File: config.mk
export PLATFORM = sky130hd
export DESIGN_NAME = mips_cpu_memctrl
export DESIGN_NICKNAME = d
export VERILOG_FILES = /design/src/rtl/mips_cpu_pkg.sv /design/src/rtl/mips_cpu_load_align.sv /design/src/rtl/mips_cpu_memctrl.sv
export SDC_FILE = /design/constraint.sdc
export NUM_CORES = 1
export LEC_CHECK = 0
export CELL_PAD_IN_SITES_DETAIL_PLACEMENT = 0
export CELL_PAD_IN_SITES_GLOBAL_PLACEMENT = 2
export CORE_ASPECT_RATIO = 0.8
export CORE_MARGIN = 5
export CORE_UTILIZATION = 28
export DETAILED_ROUTE_END_ITERATION = 12
export PLACE_DENSITY = 0.89
export SYNTH_ARGS = -nofsm -noshare
export SYNTH_HDL_FRONTEND = slang
export SYNTH_SLANG_ARGS = --single-unit
File: constraint.sdc
create_clock -name clk -period 2.42 [get_ports clk]
set_input_delay 0.242 -clock clk [delete_from_list [all_inputs] [get_ports clk]]
set_output_delay 0.242 -clock clk [all_outputs]
set_load 0.01 [all_outputs]
File: src/rtl/mips_cpu_pkg.sv
// Shared types and helpers for the MIPS memory controller: memory-op
// encoding, controller state, and store lane/alignment rules.
package mips_cpu_pkg;

  typedef enum logic [3:0] {
    LB  = 4'd0,
    LBU = 4'd1,
    LH  = 4'd2,
    LHU = 4'd3,
    LW  = 4'd4,
    LWL = 4'd5,
    LWR = 4'd6,
    SB  = 4'd7,
    SH  = 4'd8,
    SW  = 4'd9
  } mem_op_t;

  typedef enum logic [1:0] {
    IDLE   = 2'd0,
    ACCESS = 2'd1,
    DONE   = 2'd2
  } state_t;

  function automatic logic is_store(input mem_op_t op);
    return (op == SB) || (op == SH) || (op == SW);
  endfunction

  // Halfword ops need an even address, word ops a word-aligned one;
  // byte ops and the unaligned LWL/LWR pair never fault.
  function automatic logic misaligned(input mem_op_t op, input logic [1:0] k);
    case (op)
      LH, LHU, SH: return k[0];
      LW, SW:      return k != 2'b00;
      default:     return 1'b0;
    endcase
  endfunction

  // Loads always read the full word.
  function automatic logic [3:0] store_be(input mem_op_t op, input logic [1:0] k);
    case (op)
      SB:      return 4'b0001 << k;
      SH:      return k[1] ? 4'b1100 : 4'b0011;
      default: return 4'b1111;
    endcase
  endfunction

  // Narrow stores replicate the data on every lane; byteenable picks the lane.
  function automatic logic [31:0] store_data(input mem_op_t op, input logic [31:0] rt);
    case (op)
      SB:      return {4{rt[7:0]}};
      SH:      return {2{rt[15:0]}};
      SW:      return rt;
      default: return '0;
    endcase
  endfunction

endpackage

File: src/rtl/mips_cpu_load_align.sv
// Load formatting: extracts and extends the addressed byte/halfword from a
// little-endian bus word, and merges partial words for LWL/LWR.
module mips_cpu_load_align
  import mips_cpu_pkg::*;
(
  input  mem_op_t     op,
  input  logic [1:0]  k,
  input  logic [31:0] readdata,
  input  logic [31:0] rtdata,
  output logic [31:0] result
);

  logic [7:0]  byte_sel;
  logic [15:0] half_sel;

  // Select the addressed lane, then extend or merge according to the op.
  always_comb begin
    byte_sel = readdata[{k, 3'b000} +: 8];
    half_sel = k[1] ? readdata[31:16] : readdata[15:0];
    result   = readdata;
    case (op)
      LB:  result = {{24{byte_sel[7]}}, byte_sel};
      LBU: result = {24'h000000, byte_sel};
      LH:  result = {{16{half_sel[15]}}, half_sel};
      LHU: result = {16'h0000, half_sel};
      LWL: begin
        case (k)
          2'd0:    result = {readdata[7:0],  rtdata[23:0]};
          2'd1:    result = {readdata[15:0], rtdata[15:0]};
          2'd2:    result = {readdata[23:0], rtdata[7:0]};
          default: result = readdata;
        endcase
      end
      LWR: begin
        case (k)
          2'd1:    result = {rtdata[31:24], readdata[31:8]};
          2'd2:    result = {rtdata[31:16], readdata[31:16]};
          2'd3:    result = {rtdata[31:8],  readdata[31:24]};
          default: result = readdata;
        endcase
      end
      default: result = readdata;
    endcase
  end

endmodule

File: src/rtl/mips_cpu_memctrl.sv
// MIPS load/store unit front end: accepts one memory request at a time,
// runs a single Avalon-MM word access, and reports a formatted result.
module mips_cpu_memctrl
  import mips_cpu_pkg::*;
(
  input  logic        clk,
  input  logic        rst,
  input  logic        req,
  input  mem_op_t     req_op,
  input  logic [31:0] req_addr,
  input  logic [31:0] req_rtdata,
  output logic        busy,
  output logic        done,
  output logic        fault,
  output logic [31:0] rdata,
  output logic [31:0] address,
  output logic        read,
  output logic        write,
  input  logic        waitrequest,
  output logic [31:0] writedata,
  output logic [3:0]  byteenable,
  input  logic [31:0] readdata
);

  state_t      state, state_d;
  mem_op_t     op_q, op_d;
  logic [1:0]  k_q, k_d;
  logic [31:0] rt_q, rt_d;

  logic [31:0] address_d, writedata_d, rdata_d;
  logic        read_d, write_d, fault_d;
  logic [3:0]  byteenable_d;
  logic [31:0] load_result;

  assign busy = (state != IDLE);
  assign done = (state == DONE);

  mips_cpu_load_align u_load_align (
    .op       (op_q),
    .k        (k_q),
    .readdata (readdata),
    .rtdata   (rt_q),
    .result   (load_result)
  );

  // Next-state and next bus/result values; everything holds unless changed.
  always_comb begin
    state_d      = state;
    op_d         = op_q;
    k_d          = k_q;
    rt_d         = rt_q;
    address_d    = address;
    read_d       = read;
    write_d      = write;
    writedata_d  = writedata;
    byteenable_d = byteenable;
    rdata_d      = rdata;
    fault_d      = fault;

    case (state)
      IDLE: begin
        if (req) begin
          op_d = req_op;
          k_d  = req_addr[1:0];
          rt_d = req_rtdata;
          if (misaligned(req_op, req_addr[1:0])) begin
            state_d = DONE;
            fault_d = 1'b1;
            rdata_d = '0;
          end else begin
            state_d      = ACCESS;
            address_d    = {req_addr[31:2], 2'b00};
            read_d       = !is_store(req_op);
            write_d      = is_store(req_op);
            byteenable_d = store_be(req_op, req_addr[1:0]);
            writedata_d  = store_data(req_op, req_rtdata);
          end
        end
      end
      ACCESS: begin
        // Bus outputs stay frozen while the slave stalls.
        if (!waitrequest) begin
          state_d      = DONE;
          address_d    = '0;
          read_d       = 1'b0;
          write_d      = 1'b0;
          writedata_d  = '0;
          byteenable_d = '0;
          fault_d      = 1'b0;
          rdata_d      = is_store(op_q) ? '0 : load_result;
        end
      end
      DONE: begin
        state_d = IDLE;
      end
      default: begin
        state_d = IDLE;
      end
    endcase
  end

  // State, request latch and registered outputs; reset abandons any access.
  always_ff @(posedge clk) begin
    if (rst) begin
      state      <= IDLE;
      op_q       <= LB;
      k_q        <= '0;
      rt_q       <= '0;
      address    <= '0;
      read       <= 1'b0;
      write      <= 1'b0;
      writedata  <= '0;
      byteenable <= '0;
      rdata      <= '0;
      fault      <= 1'b0;
    end else begin
      state      <= state_d;
      op_q       <= op_d;
      k_q        <= k_d;
      rt_q       <= rt_d;
      address    <= address_d;
      read       <= read_d;
      write      <= write_d;
      writedata  <= writedata_d;
      byteenable <= byteenable_d;
      rdata      <= rdata_d;
      fault      <= fault_d;
    end
  end

endmodule
==> Word level (Yosys, flattened, before mapping) <==
Cells that the tools add are included.
W data, S select, Z words.
{ "op_classes": {"add_sub_neg": 0, "mul": 0, "div_mod_pow": 0, "magnitude_cmp": 0, "eq_ne": 23, "shifts": 2, "muxes": 40, "n_bitwise": 0, "n_reduce_logical": 17} }
{ "ops": {"columns": ["cell", "n"], "rows": [
  ["$mux W32", 9],
  ["$pmux W32 S3", 3],
  ["$pmux W32 S2", 3],
  ["$pmux W32 S6", 1],
  ["$shiftx A32 B6 Y8", 1],
  ["$eq A4 B3 Y1 const B", 5],
  ["$eq A4 B2 Y1 const B", 4],
  ["$eq A4 B4 Y1 const B", 4],
  ["$mux W16", 1],
  ["$mux W4", 4],
  ["$pmux W4 S2", 2],
  ["$mux W1", 9],
  ["$ne A2 B2 Y1 const B", 4],
  ["$pmux W1 S2", 4],
  ["$reduce_and A4 Y1", 2],
  ["$eq A2 B2 Y1 const B", 3],
  ["$mux W2", 3],
  ["$reduce_bool A2 Y1", 3],
  ["$eq A2 B1 Y1 const B", 2],
  ["$eq A4 B1 Y1 const B", 1],
  ["$logic_not A2 Y1", 2],
  ["$logic_not A4 Y1", 1],
  ["$logic_or A1 B1 Y1", 4],
  ["$pmux W2 S2", 1],
  ["5 further kinds", 6]
]} }
{ "totals": {"ff_bits": 143, "latchBits": 0, "ramBits": 0, "romBits": 0, "n_memories": 0} }

==> Logic depth before layout (Yosys ltp) <==
{ "logic_depth": {"word_depth": 8, "mapped_depth": 8, "depth_no_buf": 5} }

==> By module <==
A second synthesis with hierarchy kept.
{ "unflattened": {"cells_unflattened": 845, "hier_area_um2": 7324.5} }
{ "modules_own_cells": {"columns": ["mod", "instances", "cells_each", "area_each_um2"], "rows": [
  ["mips_cpu_memctrl", 1, 558, 5341.4],
  ["mips_cpu_load_align", 1, 287, 1983.2]
]} }

==> Worst setup path after synthesis <==
Ideal clock, no wire load.
{ "synth_path": {"kind": "reg-to-reg", "from": "register k_q[1]", "to": "register rdata[8]", "arrival_ns": 1.939, "slack_ns": 0.360, "stages_incl_launch_ff": 7, "path_cell_list": "dfxtp_1 buf_6 mux4_2 or2_4 a221o_4 a2111oi_4 o21ai_1"} }
{ "synth_via": {"elab_chain_len": 6, "elab_cells_between_ends": 12, "cone_classes": "3 x eq/ne; 1 x shift; 7 x mux; 1 x reduce/logical"} }
{ "synth_lines": {"columns": ["element", "line_no", "source"], "rows": [
  ["start: declaration", "mips_cpu_memctrl.sv:27", "logic [1:0] k_q, k_d;"],
  ["start signal: assignment", "mips_cpu_memctrl.sv:119", "k_q <= k_d;"],
  ["parallel branches: the longest is 2 deep, another holds $shiftx A32 B6 Y8", null, null],
  ["$pmux W32 S6 (*)", "mips_cpu_load_align.sv:21", "case (op)"],
  ["$mux W32 (*)", "mips_cpu_memctrl.sv:90", "rdata_d = is_store(op_q) ? '0 : load_result;"],
  ["$mux W32 (*)", "mips_cpu_memctrl.sv:82", "if (!waitrequest) begin"],
  ["$pmux W32 S2 (*)", "mips_cpu_memctrl.sv:60", "case (state)"],
  ["end signal: assignment", "mips_cpu_memctrl.sv:126", "rdata <= rdata_d;"],
  ["end: declaration", "mips_cpu_memctrl.sv:15", "output logic [31:0] rdata,"]
]} }
Mark *: on every way between the ends. The select of a mux whose other input is x is not followed.
A chain may end at the register's enable or synchronous reset.

==> Worst setup path in the final report <==
{ "layout_path": {"from": "register k_q[1]", "to": "register rdata[22]"} }
Same word-level chain as after synthesis.

==> flow_metrics.py <==
metrics = {
    "logic_synthesis": {
        "synth_cell_type_count": 58,
        "synth_top_area_cell": "dfxtp_1",
        "ys_dominant_reg_cell": "dfxtp_1",
        "synth_area_per_cell_um2": 8.74,
        "muxShareOfSynthArea": 0.129,
        "synth_compound_area_frac": 0.290,
        "synth_area_leaders": "dfxtp_1 (40%), mux2i_1 (9.7%), nand2_1 (7.3%)",
        "yosysWarnings": 0,
        "synthAdderAreaFrac": 0,
        "synth_edf_count": 0,
        "synth_top_area_frac": 0.401,
        "async_flop_share": 0,
        "synth_cells": 805,
        "synth-seq-area-share": 0.401,
        "yosys.area_share.simple": 0.131,
        "netlist_area_um2": 7040,
        "synth_top_family_by_area": "compound AO/OA/AOI/OAI gates",
        "synth_xor_area_frac": 0.00124,
        "ys_ff_latch": 141,
    },
    "timing": {
        "worst_pin_slew_ns": 0.737,
        "period_needed_ns": 2.22,
        "fin_skew_ns": 0.0129,
        "rsz0062_at_grt": "false",
        "timing.final.crit_share": 0.917,
        "maxSlewViolCount": 0,
        "slew_headroom": 0.504,
        "fin_tns_setup_ns": 0,
        "timing.fmax_mhz": 451,
        "setup_viol": 0,
        "finalHoldViolCount": 0,
        "setup_slack_ns": 0.201,
    },
    "placed_design": {
        "place_ws_ns": -0.0458,
        "routabilityCongestion": 0.916,
        "dpl-instance-area_um2": 9730,
        "dp.cells": 1317,
        "dpl.hpwl_um": 20900,
        "port_buffers": 206,
    },
    "floorplan": {
        "core-area_um2": 24600,
        "rows": 51,
        "ios": 209,
        "dieArea_um2": 28400,
        "start_util": 0.286,
        "fp.dieW_um": 187,
        "die_height_um": 152,
    },
    "cts": {
        "path_clk_slew_ns": 0.06,
        "holdBufCountCts": 0,
        "cts_buffers": 17,
        "ctsResizeCount": 0,
        "cts_setup_buffers": 0,
        "cts.path.max_buffers": 2,
        "clock_latency_ns": 0.43,
        "cts_tree": "done",
        "root_buffer": "clkbuf_16",
        "h-tree-depth": 4,
        "clock_sink_count": 141,
    },
    "detailed_routing": {
        "wl_per_cell_um": 20.6,
        "ant_nets": 0,
        "vias": 7086,
        "drt_iter0_drc": 648,
        "dr.pass1.iters": 6,
        "routed_wl_um": 27700,
        "drcViolationCount": 0,
        "avgViaCountPerCell": 5.26,
    },
    "cells_and_area": {
        "syn2layout_area_growth_pct": 47.0,
        "multi_input_area_um2": 3910,
        "seq_area_um2": 2830,
        "antenna_cells": 0,
        "n_fill_cell": 2418,
        "final_cell_area_um2": 10300,
        "fin_cells": 1348,
        "finalNetCount": 1122,
        "drive_gt1_frac": 0.135,
    },
    "setup_path": {
        "worstSetupEndpointType": "flop",
        "start_kind": "flop",
        "r2r_start": "k_q[1]",
        "cp_max_fo": 7,
        "worstSetupStartpoint": "k_q[1]",
        "crit_type": "flop to flop",
        "cp.arrival_ns": 2.53,
        "required_ns": 2.73,
    },
    "power": {
        "pwr-share-comb": 0.217,
        "irDropWorstVdd_mv": 0.452,
        "p_int_mw": 4.93,
        "power.density_nw_per_um2": 660,
        "pwr-share-seq": 0.376,
        "clkPwrFrac": 0.407,
        "p_sw_mw": 1.90,
        "power_leakage_nw": 3.80,
        "switching_share": 0.278,
    },
    "grt": {
        "track_usage": 0.191,
        "grt_max_degree": 91,
        "grt_pass1_vias": 6991,
        "grt_pass1_wl_um": 42100,
        "gr-total-overflow": 0,
        "antenna_found_initial": 0,
    },
    "min_path": {
        "hold_start": "req_addr[3]",
        "hp-class": "input port to flop",
    },
    "run_status": {
        "outcome": "finished clean",
    },
    "flow_run": {
        "max_cap_violations": 0,
    },
}
## per-stage QoR
step	total power, mW	utilization	hold WS, ns
floorplan	3.33	-	0.367
global placement	4.09	0.396	0.432
detailed placement	4.09	0.396	0.446
CTS	6.89	0.421	0.384
global route	7.11	0.421	0.390
finish	6.83	0.421	0.403
## synthesized netlist by cell type, types with 6 or more instances
cell type  number
a211oi_1        8
a21oi_1        59
a22o_1         48
a22oi_1        17
buf_1           8
buf_2          14
clkbuf_1       42
dfxtp_1       141
mux2_2         14
mux2i_1        68
nand2_1       136
nor2_1         37
nor3_1         11
o21ai_0        75
o21ai_1        10
o221a_2        14
o22a_1          6
o22ai_1         7
o2bb2ai_1      16
o311a_1         6
## power by group through the flow
| stage | sequential [mW] | clock [mW] | combinational (mW) |
|---|---|---|---|
| floorplan | 2.62 | 0 | 0.717 |
| CTS | 2.57 | 2.84 | 1.48 |
| detailed placement | 2.62 | 0 | 1.48 |
| global placement | 2.62 | 0 | 1.47 |
| finish | 2.57 | 2.78 | 1.48 |
| global route | 2.58 | 2.93 | 1.60 |
## sequential cells by signal, indices dropped and copies added, names as in the netlist
| register | cells |
|---|---|
| fault | 1 |
| rdata | 32 |
| k_q | 2 |
| rt_q | 32 |
| state | 2 |
| write | 1 |
| read | 1 |
| writedata | 32 |
| byteenable | 4 |
| address | 30 |
| op_q | 4 |
## per-layer routing
layer / wire length (um) / global-route usage / part of all wire / up-vias
li1: - / - / - / 3396
met1: 12900 / 0.260 / 0.47 / 3432
met2: 12600 / 0.305 / 0.45 / 227
met3: 1630 / 0.0424 / 0.059 / 31
met4: 577 / 0.0573 / 0.021 / 0
met5: 0 / 0 / 0 / -
## worst max-delay path, cell delays in order, from the launching register on
cell	delay, ns
dfxtp_2	0.39
mux4_2	0.54
or2_4	0.25
buf_4	0.14
a221oi_4	0.29
buf_4	0.23
o221a_2	0.18
o21ai_0	0.08
## final cells by class
class / count / share of cell area
Clock inverter: 9 / 0.0129
Clock buffer: 22 / 0.0468
Sequential cell: 141 / 0.273
Timing Repair Buffer: 264 / 0.249
Tap cell: 318 / 0.0385
Inverter: 5 / 0.00181
Multi-Input combinational cell: 589 / 0.378
## placed cells by master (no fill, tap or decap), drive strengths merged, types with 7 or more instances in the layout
cell	count
clkdlybuf4s50	206
dfxtp	141
nand2	136
o21ai	85
mux2i	68
a21oi	59
buf	58
a22o	48
nor2	38
clkbuf	22
a22oi	17
o2bb2ai	16
mux2	14
o221a	14
nor3	11
a211oi	9
o22ai	7
## worst paths after layout
| kind | endpoint | slack (ns) | cells after the start |
|---|---|---|---|
| min reg2reg | rdata[19] | 0.45 | 2 |
| min | address[3] | 0.40 | 2 |
| max | rdata[22] | 0.20 | 7 |
| max reg2reg | rdata[22] | 0.20 | 7 |
## kinds of logic after synthesis
logic type / Yosys count
AO/OA/AOI/OAI: 288
AND/OR/NAND/NOR: 213
flip-flops: 141
multiplexers: 85
buffers and inverters: 76
XOR/XNOR: 1
other: 1
Note: power is estimated with default switching activity, not from simulation.
